$ cat config.mk
export PLATFORM = sky130hd
export DESIGN_NAME = mmio_uart_tx
export DESIGN_NICKNAME = d
export VERILOG_FILES = /design/src/rtl/mmio_uart_tx_pkg.sv /design/src/rtl/mmio_uart_tx_sync_fifo.sv /design/src/rtl/mmio_uart_tx.sv
export SDC_FILE = /design/constraint.sdc
export NUM_CORES = 1
export LEC_CHECK = 0
export CELL_PAD_IN_SITES_DETAIL_PLACEMENT = 1
export CELL_PAD_IN_SITES_GLOBAL_PLACEMENT = 2
export CORE_MARGIN = 2
export CORE_UTILIZATION = 30
export CTS_CLUSTER_DIAMETER = 120
export DETAILED_ROUTE_END_ITERATION = 8
export GPL_TIMING_DRIVEN = 0
export PLACE_DENSITY = 0.76
export REMOVE_ABC_BUFFERS = 1
export SYNTH_ARGS = -nofsm -noshare
export SYNTH_HDL_FRONTEND = slang
export SYNTH_SLANG_ARGS = --single-unit
$ cat constraint.sdc
create_clock -name clock -period 4.2 [get_ports clock]
set_input_delay 0.84 -clock clock [delete_from_list [all_inputs] [get_ports clock]]
set_output_delay 0.84 -clock clock [all_outputs]
set_load 0.1 [all_outputs]
$ cat src/rtl/mmio_uart_tx_pkg.sv
// mmio_uart_tx_pkg: register map, STATUS layout and FSM encoding
// shared by the UART transmitter and its FIFO.
package mmio_uart_tx_pkg;

    localparam logic [1:0] UART_TXDATA  = 2'd0;
    localparam logic [1:0] UART_STATUS  = 2'd1;
    localparam logic [1:0] UART_DIVISOR = 2'd2;
    localparam logic [1:0] UART_RSVD    = 2'd3;

    localparam int STAT_BUSY   = 0;
    localparam int STAT_FULL   = 1;
    localparam int STAT_EMPTY  = 2;
    localparam int STAT_OVF    = 3;
    localparam int STAT_CNT_LO = 4;
    localparam int STAT_CNT_HI = 7;
    localparam int STAT_PARITY = 8;

    typedef enum logic [2:0] {
        ST_IDLE   = 3'd0,
        ST_START  = 3'd1,
        ST_DATA   = 3'd2,
        ST_PARITY = 3'd3,
        ST_STOP   = 3'd4
    } uart_state_e;

    function automatic logic [3:0] sat_count(input logic [31:0] c);
        return (c > 32'd15) ? 4'hF : c[3:0];
    endfunction

endpackage

$ cat src/rtl/mmio_uart_tx_sync_fifo.sv
// mmio_uart_tx_sync_fifo: single-clock FIFO, power-of-two depth,
// pointers wrap by masking; read data is the head entry.
module mmio_uart_tx_sync_fifo #(
    parameter int WIDTH = 8,
    parameter int DEPTH = 8,
    localparam int AW = $clog2(DEPTH),
    localparam int CW = AW + 1
) (
    input  logic             clock,
    input  logic             reset,
    input  logic             push,
    input  logic [WIDTH-1:0] push_data,
    input  logic             pop,
    output logic [WIDTH-1:0] pop_data,
    output logic             full,
    output logic             empty,
    output logic [CW-1:0]    count
);

    localparam logic [AW-1:0] MASK = AW'(DEPTH - 1);

    logic [WIDTH-1:0] mem [DEPTH];
    logic [AW-1:0]    wr_ptr;
    logic [AW-1:0]    rd_ptr;

    always_ff @(posedge clock) begin
        if (!reset) begin
            wr_ptr <= '0;
            rd_ptr <= '0;
            count  <= '0;
        end else begin
            if (push) begin
                wr_ptr <= (wr_ptr + AW'(1)) & MASK;
            end
            if (pop) begin
                rd_ptr <= (rd_ptr + AW'(1)) & MASK;
            end
            case ({push, pop})
                2'b10:   count <= count + CW'(1);
                2'b01:   count <= count - CW'(1);
                default: count <= count;
            endcase
        end
    end

    // Storage needs no reset; only entries behind count are ever read.
    always_ff @(posedge clock) begin
        if (push) begin
            mem[wr_ptr] <= push_data;
        end
    end

    assign pop_data = mem[rd_ptr];
    assign full     = count == CW'(DEPTH);
    assign empty    = count == '0;

endmodule

$ cat src/rtl/mmio_uart_tx.sv
// mmio_uart_tx: bus-mapped 8N1 UART transmitter with TX FIFO.
// Define UART_TX_PARITY_EN to append an even-parity bit per frame.
module mmio_uart_tx
    import mmio_uart_tx_pkg::*;
#(
    parameter logic [31:0] BASE_ADDR       = 32'hFF00_0000,
    parameter int          FIFO_DEPTH      = 8,
    parameter logic [15:0] DEFAULT_DIVISOR = 16'd434
) (
    input  logic        clock,
    input  logic        reset,
    input  logic [31:0] address,
    input  logic [31:0] write_data,
    input  logic [2:0]  data_format,
    input  logic        read_enable,
    input  logic        write_enable,
    output logic [31:0] data_fetched,
    output logic        selected,
    output logic        tx,
    output logic        irq
);

    localparam int CW = $clog2(FIFO_DEPTH) + 1;

    logic [1:0]    offset;
    logic          is_txdata;
    logic          is_status;
    logic          is_divisor;
    logic          is_rsvd;
    logic          wr_txdata;
    logic          wr_divisor;
    logic          rd_status;

    logic [15:0]   divisor;
    logic [15:0]   div_eff;
    logic          overflow;

    uart_state_e   state;
    uart_state_e   next_state;
    logic [15:0]   baud_cnt;
    logic [15:0]   d_lat;
    logic [2:0]    bit_cnt;
    logic [7:0]    shift;
    logic          baud_tick;
    logic          busy;

    logic          fifo_push;
    logic          fifo_pop;
    logic          fifo_full;
    logic          fifo_empty;
    logic [7:0]    fifo_data;
    logic [CW-1:0] fifo_count;

    logic [31:0]   status_word;
    logic          par_flag;
    logic          unused_bits;

    assign unused_bits = ^{data_format, address[1:0], write_data[31:16]};

    assign selected   = address[31:4] == BASE_ADDR[31:4];
    assign offset     = address[3:2];
    assign is_txdata  = offset == UART_TXDATA;
    assign is_status  = offset == UART_STATUS;
    assign is_divisor = offset == UART_DIVISOR;
    assign is_rsvd    = offset == UART_RSVD;

    assign wr_txdata  = selected && write_enable && is_txdata;
    assign wr_divisor = selected && write_enable && is_divisor;
    assign rd_status  = selected && read_enable && is_status;

    // A full FIFO still accepts a byte when the FSM drains one this cycle.
    assign fifo_push  = wr_txdata && (!fifo_full || fifo_pop);

    assign div_eff    = (divisor == 16'd0) ? 16'd1 : divisor;
    assign baud_tick  = baud_cnt == 16'd0;

    always_ff @(posedge clock) begin
        if (!reset) begin
            divisor  <= DEFAULT_DIVISOR;
            overflow <= 1'b0;
        end else begin
            if (wr_divisor) begin
                divisor <= write_data[15:0];
            end
            if (wr_txdata && fifo_full && !fifo_pop) begin
                overflow <= 1'b1;
            end else if (rd_status) begin
                overflow <= 1'b0;
            end
        end
    end

    mmio_uart_tx_sync_fifo #(
        .WIDTH (8),
        .DEPTH (FIFO_DEPTH)
    ) u_fifo (
        .clock     (clock),
        .reset     (reset),
        .push      (fifo_push),
        .push_data (write_data[7:0]),
        .pop       (fifo_pop),
        .pop_data  (fifo_data),
        .full      (fifo_full),
        .empty     (fifo_empty),
        .count     (fifo_count)
    );

    always_ff @(posedge clock) begin
        if (!reset) begin
            state <= ST_IDLE;
        end else begin
            state <= next_state;
        end
    end

    always_comb begin
        next_state = state;
        unique case (state)
            ST_IDLE: begin
                if (!fifo_empty) begin
                    next_state = ST_START;
                end
            end
            ST_START: begin
                if (baud_tick) begin
                    next_state = ST_DATA;
                end
            end
            ST_DATA: begin
                if (baud_tick && bit_cnt == 3'd7) begin
`ifdef UART_TX_PARITY_EN
                    next_state = ST_PARITY;
`else
                    next_state = ST_STOP;
`endif
                end
            end
`ifdef UART_TX_PARITY_EN
            ST_PARITY: begin
                if (baud_tick) begin
                    next_state = ST_STOP;
                end
            end
`endif
            ST_STOP: begin
                if (baud_tick) begin
                    next_state = fifo_empty ? ST_IDLE : ST_START;
                end
            end
            default: next_state = ST_IDLE;
        endcase
    end

    always_comb begin
        tx       = 1'b1;
        fifo_pop = 1'b0;
        unique case (state)
            ST_IDLE:   fifo_pop = !fifo_empty;
            ST_START:  tx = 1'b0;
            ST_DATA:   tx = shift[0];
`ifdef UART_TX_PARITY_EN
            ST_PARITY: tx = par_flag;
`endif
            ST_STOP:   fifo_pop = baud_tick && !fifo_empty;
            default:   tx = 1'b1;
        endcase
    end

    assign busy = state != ST_IDLE;
    assign irq  = fifo_empty && !busy;

    // The divisor is captured per frame so mid-frame writes wait a frame.
    always_ff @(posedge clock) begin
        if (!reset) begin
            baud_cnt <= '0;
            d_lat    <= 16'd1;
            bit_cnt  <= '0;
            shift    <= '0;
        end else if (fifo_pop) begin
            baud_cnt <= div_eff - 16'd1;
            d_lat    <= div_eff;
            bit_cnt  <= '0;
            shift    <= fifo_data;
        end else if (busy) begin
            if (baud_tick) begin
                baud_cnt <= d_lat - 16'd1;
                if (state == ST_DATA) begin
                    shift   <= {1'b0, shift[7:1]};
                    bit_cnt <= bit_cnt + 3'd1;
                end
            end else begin
                baud_cnt <= baud_cnt - 16'd1;
            end
        end
    end

`ifdef UART_TX_PARITY_EN
    always_ff @(posedge clock) begin
        if (!reset) begin
            par_flag <= 1'b0;
        end else if (fifo_pop) begin
            par_flag <= ^fifo_data;
        end
    end
`else
    assign par_flag = 1'b0;
`endif

    always_comb begin
        status_word = '0;
        status_word[STAT_BUSY]  = busy;
        status_word[STAT_FULL]  = fifo_full;
        status_word[STAT_EMPTY] = fifo_empty;
        status_word[STAT_OVF]   = overflow;
        status_word[STAT_CNT_HI:STAT_CNT_LO] =
            sat_count(32'(fifo_count));
`ifdef UART_TX_PARITY_EN
        status_word[STAT_PARITY] = 1'b1;
`else
        status_word[STAT_PARITY] = par_flag;
`endif
    end

    always_comb begin
        data_fetched = '0;
        if (selected) begin
            unique case (1'b1)
                is_status:  data_fetched = status_word;
                is_divisor: data_fetched = {16'd0, divisor};
                is_txdata:  data_fetched = '0;
                is_rsvd:    data_fetched = '0;
                default:    data_fetched = '0;
            endcase
        end
    end

endmodule

## Word-level counts from Yosys, hierarchy flattened

Memory sizes are Yosys's and may differ from the RTL's. A register that Yosys moved wholly into a read port is not among the register bits.
Index checks and enable logic that the tools add are counted.

- Input bits: 71
- Memory bits (writable): 64
- Output and inout bits: 35
- Register bits after elaboration: 73
- Memories: 1

- Bitwise logic cells: 1
- $add $sub $neg: 8
- Mux-type cells: 25
- Equality and inequality tests: 14
- Reduce and logical (&&, ||, !) cells: 31

Memories:

| name | words | width | read ports | clocked after memory_dff | wr ports | line | RTL |
|---|---|---|---|---|---|---|---|
| u_fifo.mem | 8 | 8 | 1 | 1 | 1 | mmio_uart_tx_sync_fifo.sv:22 | `logic [WIDTH-1:0] mem [DEPTH];` |

Operators with widths:

| cell | count |
|---|---|
| $mux 16 | 5 |
| $sub 16x1->16 const B | 3 |
| $logic_not 16->1 | 2 |
| $mux 8 | 4 |
| $pmux 16 s2 | 1 |
| $eq 28x28->1 const B | 1 |
| $mux 3 | 6 |
| $pmux 3 s4 | 1 |
| $logic_and 1x1->1 | 11 |
| $reduce_bool 2->1 | 5 |
| $add 3x1->3 const B | 3 |
| $ne 2x2->1 const B | 4 |
| $pmux 4 s2 | 1 |
| $eq 3x3->1 const B | 2 |
| $reduce_and 3->1 | 2 |
| $mux 1 | 5 |
| $add 4x1->4 const B | 1 |
| $eq 2x1->1 const B | 2 |
| $eq 2x2->1 const B | 2 |
| $eq 4x4->1 const B | 1 |
| $logic_not 1->1 | 4 |
| $logic_not 4->1 | 1 |
| $pmux 1 s2 | 2 |
| $reduce_and 4->1 | 1 |
| 9 further kinds | 9 |

## Depth between registers and ports, before layout

- Depth after elaboration: 8
- Mapped depth: 15
- Depth with buffers taken out: 13

## Modules after synthesis

From an unflattened synthesis, not the netlist that was laid out.

- Cells, all modules: 627
- Area total of the unflattened synthesis: 6695.2 um^2

By module, submodules not included:

| module | instances | area an instance (um^2) | cells each |
|---|---|---|---|
| mmio_uart_tx | 1 | 3568.4 | 462 |
| mmio_uart_tx_sync_fifo | 1 | 3126.7 | 165 |

## Worst setup path after synthesis

No wires, ideal clock.

- Kind: in2out
- Start: input address[18]
- End: output data_fetched[0]
- Path slack: -1.549 ns
- Data arrival time: 4.909 ns
- Required time: 3.360 ns
- Cell stages on the path: 5
- Cell sequence: or4_1 -> nor4_1 -> clkbuf_1 -> nand2_1 -> a21oi_1

- Cells in the longest elaborated chain, start to end: 2

Ends and longest elaborated chain:

| item | line | RTL |
|---|---|---|
| start, declared | mmio_uart_tx.sv:12 | `input logic [31:0] address,` |
| $eq 28x28->1 | mmio_uart_tx.sv:60 | `assign selected = address[31:4] == BASE_ADDR[31:4];` |
| net selected | mmio_uart_tx.sv:18 | `output logic selected,` |
| $mux 16 | mmio_uart_tx.sv:226 | `if (selected) begin` |
| end, declared | mmio_uart_tx.sv:17 | `output logic [31:0] data_fetched,` |

The timed path passes the listed nets, and every way through them passes these cells.

## Worst setup path after layout

- Start: input address[18]
- End: output data_fetched[0]

- Cells in the longest elaborated chain, start to end: 2

Ends and longest elaborated chain:

| item | line |
|---|---|
| $eq 28x28->1 | mmio_uart_tx.sv:60 |
| $mux 16 | mmio_uart_tx.sv:226 |

No other way between the ends.

==> results.cfg <==
[worst_setup_path]
critPathRequiredTime_ns = 3.36
r2r-end = baud_cnt[12]$_SDFFE_PN0P_
startpoint_type = input pin
r2r_cells = 12
end_kind = output port
worstSetupPathType = input pin to output port
cp.arrival_ns = 3.28
rrSetupSlack_ns = 0.36
timing.rr.start = baud_cnt[11]$_SDFFE_PN0P_
path_max_fanout = 12

[floorplanning]
dieArea_um2 = 23500
num_io_pins = 106
start_util_pct = 30.6
rows = 54
core_area_um2 = 21900
fp.dieH_um = 153
die_w_um = 153

[timing]
rsz0062_at_grt = true
worst_clock_skew_ns = 0.00962
worst_pin_slew_ns = 1.20
finalSetupViolCount = 0
slew_headroom_pct = 19.2
post-route-period-util_pct = 98.1
tns_ns = 0
finalHoldViolCount = 0
max_freq_ghz = 0.243
min_period_ns = 4.12
slew_viol_final = 0

[placement]
port_buffers = 68
hpwlAfterDp_um = 12800
gp_congestion = 0.811
dp_cells = 936

[layout]
finish.net_count = 759
fin_cells = 970
post-route-util_pct = 37.6
drive_above_1_share_pct = 14.5
syn_to_final_growth_pct = 23.2
antennaDiodeCount = 0

[min_path]
hold_path.startpoint = d_lat[10]$_SDFFE_PN0N_
holdCritPathClass = flip-flop to flip-flop
min_to = d_lat[10]$_SDFFE_PN0N_
hold_depth = 2

[global_route]
grt_pass1_wl_um = 29200
grt_max_degree = 55
antenna_found_initial = 0
gr-total-overflow = 0
grt.total_usage_pct = 15.7
grt_pass1_vias = 5200

[synth]
yosys.cell_types.count = 65
synth_edf_count = 64
ys_warn_count = 0
netlist_instances = 624
synthArstFlopShare_pct = 0
synth.area.top_cells = edfxtp_1, dfxtp_1, mux4_2, nand2_1, mux2i_1
yosysTopAreaCell = edfxtp_1
yosysMostFrequentCell = dfxtp_1
syn_avg_cell_area_um2 = 10.7
synth_seq_cells = 140
yosysTopAreaCellShare_pct = 28.7
synth_ff_type = dfxtp_1
seq_area_frac_synth_pct = 51.5
ys_top_cells_by_count = dfxtp_1, nand2_1, edfxtp_1
synth_area_um2 = 6690

[drt]
drtAntennaViolNets = 0
drc_errors = 0
drt_pass1_iterations = 4
vias_per_cell = 5.19
wire_per_inst_um = 19.0
vias = 5033
drt_iter0_markers = 323
drt_wl_total_um = 18400

[clock_tree]
insertion_delay_ns = 0.43
cts_htree_levels = 4
clock_sinks = 140
cts_tree = built
clockBufferDepth = 2
cts.clk_slew.worst_paths_ns = 0.06
cts.hold.buffers_added = 0
clock-root-buffer = clkbuf_16
cts_made_buffers = 17

[run_status]
outcome = finished, final reports clean

[power_and_ir_drop]
power.leakage_nw = 2.94
vdd_ir_drop_max_mv = 0.316
pwr_density_cell_nw_per_um2 = 671

[run]
drv_cap = 0
worst max path at each step:
stage	endpoint	cells after the start	slack, ns	from
final	data_fetched[0]	8	0.08	address[18]
after global routing	data_fetched[0]	8	-0.04	address[18]
after CTS	data_fetched[5]	8	0.005	address[18]
after detailed placement	data_fetched[0]	8	-1.28	address[25]
after global placement	data_fetched[0]	7	-3.19	address[25]
after floorplan	data_fetched[0]	4	-4.22	address[18]
layer usage:
layer	share of wire (%)	GRT usage [%]	wire [um]	up-vias
met2	48	26.1	8890	122
met3	4.2	2.41	773	18
met4	1.3	5.37	236	0
li1	-	-	-	2388
met1	46	21.1	8490	2505
met5	0	0	0	-
placed cells by master, fill, tap and decap left out, types with 17 or more instances in the layout:
cell type / synthesis / final
dfxtp_1: 76 / 76
nand2_1: 71 / 70
edfxtp_1: 64 / 64
clkdlybuf4s50_1: 0 / 50
nor2_1: 42 / 42
a21oi_1: 41 / 41
nand3_1: 30 / 30
mux2i_1: 23 / 23
a211oi_1: 19 / 19
clkbuf_16: 0 / 17
report_power, final:
part           total [mW]  leakage (nW)  switching (mW)  internal (mW)
clock network        1.52         0.280           0.606          0.913
logic                2.22          1.47            1.34          0.881
registers            1.78          1.20           0.210           1.57
total                5.53          2.94            2.16           3.37
final cells by class:
class | instances | area (um^2)
sequential | 140 | 3440
fill | 2420 | 13600
clock inverter | 11 | 135
clock buffer | 21 | 460
multi-input combinational | 432 | 3030
tap | 280 | 350
timing repair buffer | 74 | 774
inverter | 12 | 45.0
critical path, cell delays in order:
cell             delay [ns]
clkdlybuf4s50_1        0.40
or4_1                  0.58
nor4_4                 0.28
buf_4                  0.19
buf_4                  0.20
nand2_1                0.21
a21oi_1                0.30
buf_6                  0.27
through the flow:
step / hold WS [ns] / setup slack (ns) / instance area (um^2) / total power, mW
finish: 0.472 / 0.0805 / 8240 / 5.53
global route: 0.488 / -0.0374 / 8240 / 5.84
CTS: 0.467 / 0.00540 / 8200 / 5.54
detailed placement: 0.457 / -1.28 / 7570 / 4.00
global placement: 0.443 / -3.19 / 7490 / 3.81
floorplan: 0.436 / -4.22 / 6460 / 3.30
flip-flops by register name, summed over array words and instances (netlist names), 4 cells and up, named ones only:
name and cells:
baud_cnt 16, divisor 16, u_fifo.mem 64, shift 8, u_fifo.count 4, d_lat 16
cell families (layout without fill, tap and decap cells):
family | after synthesis | after routing | synth area share, %
buf+inv | 67 | 118 | 4.95
fa+ha+maj | 11 | 11 | 2.17
simple gates | 227 | 227 | 17.6
xor+xnor | 15 | 15 | 1.96
mux | 41 | 41 | 9.20
compound gates | 122 | 122 | 12.6
flops | 140 | 140 | 51.5
other cells | 1 | 16 | 0.0560
timing repair:
| action | in CTS | in global routing |
|---|---|---|
| resized for setup | 79 | 15 |
| buffers inserted | 2 | 0 |
| hold endpoints to repair | 0 | 0 |
| pin swaps | 1 | 0 |
| endpoints found under the setup margin | 60 | 13 |
(Power assumes the default switching activity.)
